==> src/rtl/fp32_pkg.sv <==
// Shared constants and stage payload types for the FP32 multiplier pipeline.
package fp32_pkg;

  localparam int unsigned FP_DATA_W    = 32;
  localparam int unsigned FP_EXP_W     = 8;
  localparam int unsigned FP_MAN_W     = 23;
  localparam int unsigned FP_SIG_W     = FP_MAN_W + 1;
  localparam int unsigned FP_PROD_W    = 2 * FP_SIG_W;
  localparam int unsigned S2_EXP_WIDTH = 10;
  localparam int unsigned EXP_BIAS     = 127;

  localparam logic [FP_EXP_W-1:0]  EXP_MAX = 8'hFF;
  localparam logic [FP_DATA_W-1:0] QNAN    = 32'h7FC0_0000;

  // Unpacked operands held in stage 1
  typedef struct packed {
    logic                sign;
    logic [FP_EXP_W-1:0] ea;
    logic [FP_EXP_W-1:0] eb;
    logic [FP_SIG_W-1:0] ma;
    logic [FP_SIG_W-1:0] mb;
    logic                denorm;
  } s1_t;

  // Raw product and biased exponent held in stage 2
  typedef struct packed {
    logic                            sign;
    logic signed [S2_EXP_WIDTH-1:0]  expo;
    logic [FP_PROD_W-1:0]            prod;
    logic                            zero;
    logic                            inf;
  } s2_t;

  // Final packed result with classification flags
  typedef struct packed {
    logic [FP_DATA_W-1:0] result;
    logic                 zero;
    logic                 inf;
  } res_t;

endpackage

==> src/rtl/normalize_round_floating_point32.sv <==
// Stage-3 combinational normalize, round and special-case select.
// ROUND_NEAREST_EN selects round-to-nearest-even; otherwise the mantissa is truncated.
module normalize_round_floating_point32
  import fp32_pkg::*;
(
  input  s2_t  s2_i,
  output res_t res_o_c
);

  localparam logic signed [S2_EXP_WIDTH-1:0] EXP_OVF  = 10'sd255;
  localparam logic signed [S2_EXP_WIDTH-1:0] EXP_ZERO = 10'sd0;

  logic                           hi_c;
  logic [FP_MAN_W-1:0]            man_n_c;
  logic signed [S2_EXP_WIDTH-1:0] exp_n_c;
  logic [FP_MAN_W-1:0]            man_r_c;
  logic signed [S2_EXP_WIDTH-1:0] exp_r_c;

  assign hi_c = s2_i.prod[FP_PROD_W-1];

  // Align the product so the leading one becomes the hidden bit
  always_comb begin
    man_n_c = s2_i.prod[FP_PROD_W-3 -: FP_MAN_W];
    exp_n_c = s2_i.expo;
    if (hi_c) begin
      man_n_c = s2_i.prod[FP_PROD_W-2 -: FP_MAN_W];
      exp_n_c = s2_i.expo + S2_EXP_WIDTH'(1);
    end
  end

`ifdef ROUND_NEAREST_EN
  logic              guard_c;
  logic              sticky_c;
  logic              round_up_c;
  logic [FP_MAN_W:0] man_sum_c;

  // Round to nearest even; a carry out of the mantissa bumps the exponent
  always_comb begin
    guard_c    = hi_c ? s2_i.prod[FP_SIG_W-1] : s2_i.prod[FP_SIG_W-2];
    sticky_c   = hi_c ? (|s2_i.prod[FP_SIG_W-2:0]) : (|s2_i.prod[FP_SIG_W-3:0]);
    round_up_c = guard_c && (sticky_c || man_n_c[0]);
    man_sum_c  = {1'b0, man_n_c} + (FP_MAN_W+1)'(round_up_c);
    man_r_c    = man_sum_c[FP_MAN_W-1:0];
    exp_r_c    = exp_n_c + S2_EXP_WIDTH'(man_sum_c[FP_MAN_W]);
  end
`else
  logic unused_lsbs_c;

  // Truncation: discarded product bits play no part
  always_comb begin
    man_r_c = man_n_c;
    exp_r_c = exp_n_c;
  end
  assign unused_lsbs_c = ^s2_i.prod[FP_SIG_W-2:0];
`endif

  // Special operands first, then exponent range, then the normal encoding
  always_comb begin
    res_o_c = '0;
    if (s2_i.zero && s2_i.inf) begin
      res_o_c.result = QNAN;
      res_o_c.inf    = 1'b1;
    end else if (s2_i.inf) begin
      res_o_c.result = {s2_i.sign, EXP_MAX, 23'h0};
      res_o_c.inf    = 1'b1;
    end else if (s2_i.zero) begin
      res_o_c.result = {s2_i.sign, 31'h0};
      res_o_c.zero   = 1'b1;
    end else if (exp_r_c >= EXP_OVF) begin
      res_o_c.result = {s2_i.sign, EXP_MAX, 23'h0};
      res_o_c.inf    = 1'b1;
    end else if (exp_r_c <= EXP_ZERO) begin
      res_o_c.result = {s2_i.sign, 31'h0};
      res_o_c.zero   = 1'b1;
    end else begin
      res_o_c.result = {s2_i.sign, exp_r_c[FP_EXP_W-1:0], man_r_c};
    end
  end

endmodule

==> src/rtl/multiplier_core_floating_point32.sv <==
// 3-stage pipelined FP32 multiplier with valid/ready handshake and global stall.
// ROUND_NEAREST_EN (in normalize_round_floating_point32) selects RNE instead of truncation.
module multiplier_core_floating_point32
  import fp32_pkg::*;
#(
  parameter int unsigned DATA_WIDTH = 32,
  parameter int unsigned EXP_WIDTH  = 8,
  parameter int unsigned MAN_WIDTH  = 23
) (
  input  logic                  clk,
  input  logic                  rstn,
  input  logic                  in_valid,
  output logic                  in_ready,
  input  logic [DATA_WIDTH-1:0] inA,
  input  logic [DATA_WIDTH-1:0] inB,
  input  logic                  zero_flag,
  input  logic                  inf_flag,
  output logic                  out_valid,
  input  logic                  out_ready,
  output logic [DATA_WIDTH-1:0] result,
  output logic                  res_zero,
  output logic                  res_inf
);

  logic adv_c;
  logic accept_c;

  logic s1_valid_q;
  logic s1_first_q;
  logic s1_zero_hold_q;
  logic s1_inf_hold_q;
  s1_t  s1_d;
  s1_t  s1_q;
  logic s1_zero_c;
  logic s1_inf_c;

  logic s2_valid_q;
  s2_t  s2_d;
  s2_t  s2_q;

  res_t res_c;
  logic out_valid_q;
  res_t out_q;

  assign adv_c    = !out_valid_q || out_ready;
  assign accept_c = in_valid && adv_c;
  assign in_ready = adv_c;

  // Unpack operands and add the hidden bit; a zero exponent forces the zero path
  always_comb begin
    s1_d        = '0;
    s1_d.sign   = inA[DATA_WIDTH-1] ^ inB[DATA_WIDTH-1];
    s1_d.ea     = inA[DATA_WIDTH-2 -: EXP_WIDTH];
    s1_d.eb     = inB[DATA_WIDTH-2 -: EXP_WIDTH];
    s1_d.ma     = {1'b1, inA[MAN_WIDTH-1:0]};
    s1_d.mb     = {1'b1, inB[MAN_WIDTH-1:0]};
    s1_d.denorm = (s1_d.ea == '0) || (s1_d.eb == '0);
  end

  // Check-stage flags are live only in the first cycle after accept; later cycles use the copy
  assign s1_zero_c = s1_first_q ? zero_flag : s1_zero_hold_q;
  assign s1_inf_c  = s1_first_q ? inf_flag  : s1_inf_hold_q;

  // Stage 1 registers and check-stage flag capture
  always_ff @(posedge clk or negedge rstn) begin
    if (!rstn) begin
      s1_valid_q     <= 1'b0;
      s1_first_q     <= 1'b0;
      s1_zero_hold_q <= 1'b0;
      s1_inf_hold_q  <= 1'b0;
      s1_q           <= '0;
    end else begin
      s1_first_q <= accept_c;
      if (s1_first_q) begin
        s1_zero_hold_q <= zero_flag;
        s1_inf_hold_q  <= inf_flag;
      end
      if (adv_c) s1_valid_q <= in_valid;
      if (accept_c) s1_q <= s1_d;
    end
  end

  // Mantissa product and biased exponent sum
  always_comb begin
    s2_d      = '0;
    s2_d.sign = s1_q.sign;
    s2_d.expo = $signed(S2_EXP_WIDTH'(s1_q.ea)) + $signed(S2_EXP_WIDTH'(s1_q.eb))
              - $signed(S2_EXP_WIDTH'(EXP_BIAS));
    s2_d.prod = FP_PROD_W'(s1_q.ma) * FP_PROD_W'(s1_q.mb);
    s2_d.zero = s1_zero_c || s1_q.denorm;
    s2_d.inf  = s1_inf_c;
  end

  // Stage 2 registers
  always_ff @(posedge clk or negedge rstn) begin
    if (!rstn) begin
      s2_valid_q <= 1'b0;
      s2_q       <= '0;
    end else if (adv_c) begin
      s2_valid_q <= s1_valid_q;
      if (s1_valid_q) s2_q <= s2_d;
    end
  end

  normalize_round_floating_point32 u_norm (
    .s2_i    (s2_q),
    .res_o_c (res_c)
  );

  // Output registers; frozen while the consumer stalls
  always_ff @(posedge clk or negedge rstn) begin
    if (!rstn) begin
      out_valid_q <= 1'b0;
      out_q       <= '0;
    end else if (adv_c) begin
      out_valid_q <= s2_valid_q;
      if (s2_valid_q) out_q <= res_c;
    end
  end

  assign out_valid = out_valid_q;
  assign result    = out_q.result;
  assign res_zero  = out_q.zero;
  assign res_inf   = out_q.inf;

endmodule

==> config.mk <==
export PLATFORM = sky130hd
export DESIGN_NAME = multiplier_core_floating_point32
export DESIGN_NICKNAME = d
export VERILOG_FILES = /design/src/rtl/fp32_pkg.sv /design/src/rtl/normalize_round_floating_point32.sv /design/src/rtl/multiplier_core_floating_point32.sv
export SDC_FILE = /design/constraint.sdc
export NUM_CORES = 2
export LEC_CHECK = 0
export BUFFER_PORTS_ARGS = -buffer_cell sky130_fd_sc_hd__buf_4
export CORE_ASPECT_RATIO = 0.8
export CORE_UTILIZATION = 25
export CTS_CLUSTER_DIAMETER = 40
export DETAILED_ROUTE_END_ITERATION = 8
export GPL_ROUTABILITY_DRIVEN = 0
export PLACE_DENSITY_LB_ADDON = 0.05
export SYNTH_ARGS = -nofsm -noshare
export SYNTH_HDL_FRONTEND = slang
export SYNTH_SLANG_ARGS = --single-unit
==> constraint.sdc <==
create_clock -name clk -period 11.85 [get_ports clk]
set_input_delay 1.7775 -clock clk [delete_from_list [all_inputs] [get_ports clk]]
set_output_delay 1.7775 -clock clk [all_outputs]
set_load 0.01 [all_outputs]
# Word level (Yosys, flattened, before mapping)
# Index checks and enable logic that the tools add are counted.
word_totals:
  out_inout_bits: 36
  ff_bits: 167
  wordCells: 54
  input_bits: 70
classes:
  bitwise: 1
  reduce_logical: 10
  mul: 1
  addsub: 3
  muxes: 17
  magnitude_cmp: 2
op_table:
  columns: ["operator", "n"]
  rows:
  - ["31-bit 2-to-1 mux", 3]
  - ["32-bit 2-to-1 mux", 2]
  - ["24-bit by 24-bit multiplier with 48-bit output", 1]
  - ["23-bit 2-to-1 mux", 1]
  - ["8-bit logical NOT", 2]
  - ["10-bit by 2-bit adder with 10-bit output, second input constant", 1]
  - ["10-bit by 9-bit greater-or-equal comparator with 1-bit output, second input constant", 1]
  - ["10-bit by 1-bit <= comparator with 1-bit output, second input constant", 1]
  - ["1-bit 2-to-1 mux", 10]
  - ["10-bit 2-to-1 mux", 1]
  - ["9-bit by 7-bit subtractor with 10-bit output, second input constant", 1]
  - ["8-bit by 8-bit adder with 9-bit output", 1]
  - ["2-bit AND reduction", 2]
  - ["1-bit logical OR", 3]
  - ["1-bit logical AND", 2]
  - ["1-bit logical NOT", 1]
  - ["1-bit bitwise XOR", 1]

# Logic depth before layout (Yosys ltp)
depth:
  word_depth: 8
  depth_mapped: 25
  ltp_nobuf: 24

# Hierarchy
# From an unflattened synthesis, not the netlist that was laid out.
unflattened:
  hier_cells: 2849
  area_unflattened_um2: 26669.3
by_module_without_submodules:
  columns: ["mod", "area_each_um2", "n_inst", "seq_area_each_um2", "cells_per_inst"]
  rows:
  - ["multiplier_core_floating_point32", 25523.2, 1, 4154.0, 2689]
  - ["normalize_round_floating_point32", 1146.1, 1, 0.0, 160]

# Worst setup path after synthesis
# No wires, ideal clock.
synth_path:
  path_type: "reg2reg"
  from: "register s1_q[35] (netlist name)"
  to: "register s2_q[45] (netlist name)"
  stages_incl_launch_ff: 24
  setup_time_ns: 0.095
  required_ns: 11.755
  setup_slack_ns: 5.233
  period_less_slack_ns: 6.617
  t_arrival_ns: 6.522
  path_buffers: 1
  path_cell_list: "dfrtp_1 clkbuf_1 nand2_1 fa_1 fa_1 inv_1 fa_1 inv_1 fa_1 inv_1 fa_1 fa_1 inv_1 fa_1 inv_1 ha_1 a311oi_1 nor3_1 a211oi_2 o21ai_4 a41o_2 a21o_1 o311a_1 o31ai_1"
synth_between:
  elab_chain_len: 1
synth_rtl:
  columns: ["element", "line_no", "text"]
  rows:
  - ["start: declaration", "multiplier_core_floating_point32.sv:33", "s1_t s1_q;"]
  - ["start signal: assignment", "multiplier_core_floating_point32.sv:71", "s1_q <= '0;"]
  - ["start signal: assignment", "multiplier_core_floating_point32.sv:79", "if (accept_c) s1_q <= s1_d;"]
  - ["24-bit by 24-bit multiplier with 48-bit output", "multiplier_core_floating_point32.sv:89", "s2_d.prod = FP_PROD_W'(s1_q.ma) * FP_PROD_W'(s1_q.mb);"]
  - ["end signal: assignment", "multiplier_core_floating_point32.sv:98", "s2_q <= '0;"]
  - ["end signal: assignment", "multiplier_core_floating_point32.sv:101", "if (s1_valid_q) s2_q <= s2_d;"]
  - ["end: declaration", "multiplier_core_floating_point32.sv:39", "s2_t s2_q;"]
# Every way passes these cells.
# A chain may end at the register's enable or synchronous reset.

# Worst setup path after layout
layout_path:
  from: "register s1_q[4] (netlist name)"
  to: "register s2_q[47] (netlist name)"
# The elaborated chain is that of the path after synthesis.

==> impl_metrics.py <==
metrics = {
    "global_route": {
        "first_global_vias": 19943,
        "pin_count_of_the_biggest_net_entering_global_routing": 99,
        "globalRouteTotalUtil": 0.175,
        "grt_overflow": 0,
        "grt_antenna_before_repair": 5,
        "grt_pass1_wl_um": 130000,
    },
    "sta": {
        "timing.slew.headroom": 0.190,
        "finalHoldViolations": 0,
        "fmax_mhz": 127,
        "setup_viol_count_final": 0,
        "fin_crit_ps": 7870,
        "final_max_slew_viol_count": 0,
        "tns_ps": 0,
        "rsz0062_at_grt": "no",
        "layout_worst_path_cycle_share": 0.664,
        "worstMarginPinSlew_ps": 1210,
        "clock-skew-final_ps": 16.7,
    },
    "die": {
        "fp.dieH_um": 284,
        "fp.dieArea_um2": 100000,
        "placementRows": 102,
        "fp.dieW_um": 354,
        "std_cell_core_area_um2": 97500,
        "initial_core_util": 0.254,
        "num_io_pins": 106,
    },
    "yosys": {
        "post_synth_num_cell_types": 61,
        "postSynthCellCount": 2663,
        "asyncSetResetFlopFracSynth": 1.00,
        "synth-warning-count": 0,
        "synth_seq_area_share": 0.144,
        "synth_top_flop_cell": "sky130_fd_sc_hd__dfrtp_1",
        "ys_seq_elements": 143,
        "syn-num-nets": 3401,
        "synth-edff-count": 0,
        "avg_cell_area_syn_um2": 9.31,
        "netlist_area_um2": 24800,
    },
    "layout": {
        "final_cell_mix": "sky130_fd_sc_hd__inv_1 (578), sky130_fd_sc_hd__fa_1 (482), sky130_fd_sc_hd__nand2_1 (403), sky130_fd_sc_hd__and2_1 (283), sky130_fd_sc_hd__ha_1 (186)",
        "final_layout_size_suffix_gt1_frac": 0.0976,
        "finalNetCount": 3442,
        "flow.area_growth_from_synthesis_pct": 11.4,
        "regArea_um2": 3580,
        "fillCellCount": 10476,
        "multiInputGateArea_um2": 18500,
        "final_common_cell": "sky130_fd_sc_hd__inv_1",
    },
    "routing": {
        "drc": 0,
        "via_count": 17758,
        "route.detailed.vias_per_inst": 4.42,
        "first_pass_iters": 5,
        "detail_route.iter0.violations": 847,
        "route.antenna.remaining_nets": 0,
        "route.final.wire_length_um": 84500,
        "route.detailed.wl_per_inst_um": 21.0,
    },
    "outcome": {
        "outcome": "finished, final reports clean",
    },
    "clock_tree": {
        "tritoncts.num_buffers": 17,
        "tritoncts": "yes",
        "cts_resized": 0,
        "max-clock-path-buffers": 2,
        "sink_count_of_the_clock_tree": 143,
        "cts_setup_buffers": 0,
        "hold_buffers": 0,
        "ctsHtreeMaxLevel": 4,
        "clk_pin_slew_ps": 60,
        "cts-root-buf": "sky130_fd_sc_hd__clkbuf_16",
        "clock_insertion_delay_worst_skew_ps": 510,
    },
    "worst_setup_path": {
        "r2r_cells": 22,
        "critPathArrivalTime_ps": 8230,
        "worstPathBufferInverterCount": 5,
        "slowest_delay_ps": 1140,
        "setup.reg_to_reg.worst_slack_ps": 3980,
        "critical-path-top-cell-by-count": "sky130_fd_sc_hd__fa_1",
        "cp.required_ps": 12220,
        "startpoint_type": "register",
        "worstSetupEndpoint": "s2_q[47]",
        "crit_path_max_fanout": 25,
        "worst-path-stages": 22,
        "critical_path.slowest_cell": "sky130_fd_sc_hd__dfrtp_1",
        "timing.critical_path.to_type": "register",
        "critical_path_class": "reg2reg",
        "startpoint": "s1_q[4]",
        "cp_cell_sequence": "nand2_1 -> fa_1 -> inv_1 -> fa_1 -> inv_1 -> fa_1 -> fa_1 -> inv_1 -> fa_1 -> fa_1 -> inv_1 -> fa_1 -> inv_1 -> ha_1 -> a311oi_1 -> nor3_1 -> a211oi_2 -> o21ai_4 -> a41o_2 -> a211oi_1 -> nor3_1 -> nand3b_1",
        "critical-path-top-delay-family": "adder cells",
        "timing.rr.start": "s1_q[4]",
        "worst_r2r_dst": "s2_q[47]",
    },
    "place": {
        "post-dp-hpwl_um": 64000,
        "place.port_buffers": 105,
    },
    "hold_path": {
        "hold_path.class": "reg2reg",
    },
    "job": {
        "drv.max_cap_violation_count": 0,
    },
}
==> cells by family after synthesis <==
kind of cell,count (synthesis),share of synthesized area
AND/OR/NAND/NOR,810,0.159
buffers and inverters,710,0.109
adder cells (fa/ha/maj),668,0.483
AO/OA/AOI/OAI,213,0.0551
flip-flops,143,0.144
multiplexers,86,0.0379
XOR/XNOR,33,0.0117
==> routing by layer <==
metal | GRT usage | vias to the layer above | wire length (µm)
li1 | - | 8080 | -
met1 | 0.249 | 9389 | 41200
met2 | 0.285 | 239 | 40000
met3 | 0.0210 | 50 | 2340
met4 | 0.0352 | 0 | 964
met5 | 0 | - | 0
==> stage by stage <==
| stage | util | hold WS, ps | area [µm²] | worst slack [ps] | cells |
|---|---|---|---|---|---|
| 5_1_grt | 0.283 | 505 | 27600 | 3630 | 4017 |
| 3_3_place_gp | 0.278 | 448 | 27100 | 4040 | 3985 |
| 4_1_cts | 0.283 | 474 | 27600 | 3930 | 4016 |
| 3_5_place_dp | 0.278 | 461 | 27100 | 3990 | 3985 |
| 6_report | 0.283 | 476 | 27600 | 3980 | 4017 |
| 2_1_floorplan | - | 439 | 24800 | 5230 | 2663 |
==> tightest hold or removal path: cells and delay by family, from the launching register on <==
kind,cells,cell delay (ps)
flip-flops,1,350
AND/OR/NAND/NOR,2,100
==> flip-flops by register name, indices dropped and copies added (netlist names) <==
| signal | count |
|---|---|
| res_zero | 1 |
| s2_q | 38 |
| s1_inf_hold_q | 1 |
| res_inf | 1 |
| s1_zero_hold_q | 1 |
| s1_first_q | 1 |
| s2_valid_q | 1 |
| out_valid | 1 |
| result | 32 |
| s1_valid_q | 1 |
| s1_q | 65 |
==> synth_stat cells (all sizes together) (17+ instances only) <==
| cell | instances | share of area |
|---|---|---|
| o21ai | 71 | 0.015 |
| a21oi | 39 | 0.0079 |
| dfrtp | 143 | 0.14 |
| a21o | 23 | 0.0070 |
| fa | 482 | 0.39 |
| mux2 | 63 | 0.029 |
| and2 | 284 | 0.072 |
| ha | 186 | 0.094 |
| nand2 | 405 | 0.061 |
| xnor2 | 20 | 0.0071 |
| nand3 | 17 | 0.0034 |
| inv | 578 | 0.088 |
| mux2i | 23 | 0.0093 |
| nor2 | 38 | 0.0058 |
| clkbuf | 120 | 0.018 |
==> worst min-delay path by stage <==
| stage | endpoint | cells after the start | startpoint | slack, ps |
|---|---|---|---|---|
| 5_1_grt | s2_q[60] | 2 | s1_q[65] | 510 |
| 6_report | s2_q[60] | 2 | s1_q[65] | 480 |
| 2_1_floorplan | s2_q[60] | 2 | s1_q[65] | 440 |
| 3_5_place_dp | s2_q[60] | 2 | s1_q[65] | 460 |
| 3_3_place_gp | s2_q[60] | 2 | s1_q[65] | 450 |
| 4_1_cts | s2_q[60] | 2 | s1_q[65] | 470 |
==> final cells by class <==
type	count	area share
well taps	1300	0.0589
diodes	1	0.0000906
clock buffers	19	0.0160
flip-flops and latches	143	0.130
clock inverters	12	0.00394
repair buffers	154	0.0420
inverters	578	0.0786
multi-input cells	1810	0.671
Power is not shown: default switching activity piles up to over one toggle a cycle in this logic, so the estimate is an artifact.
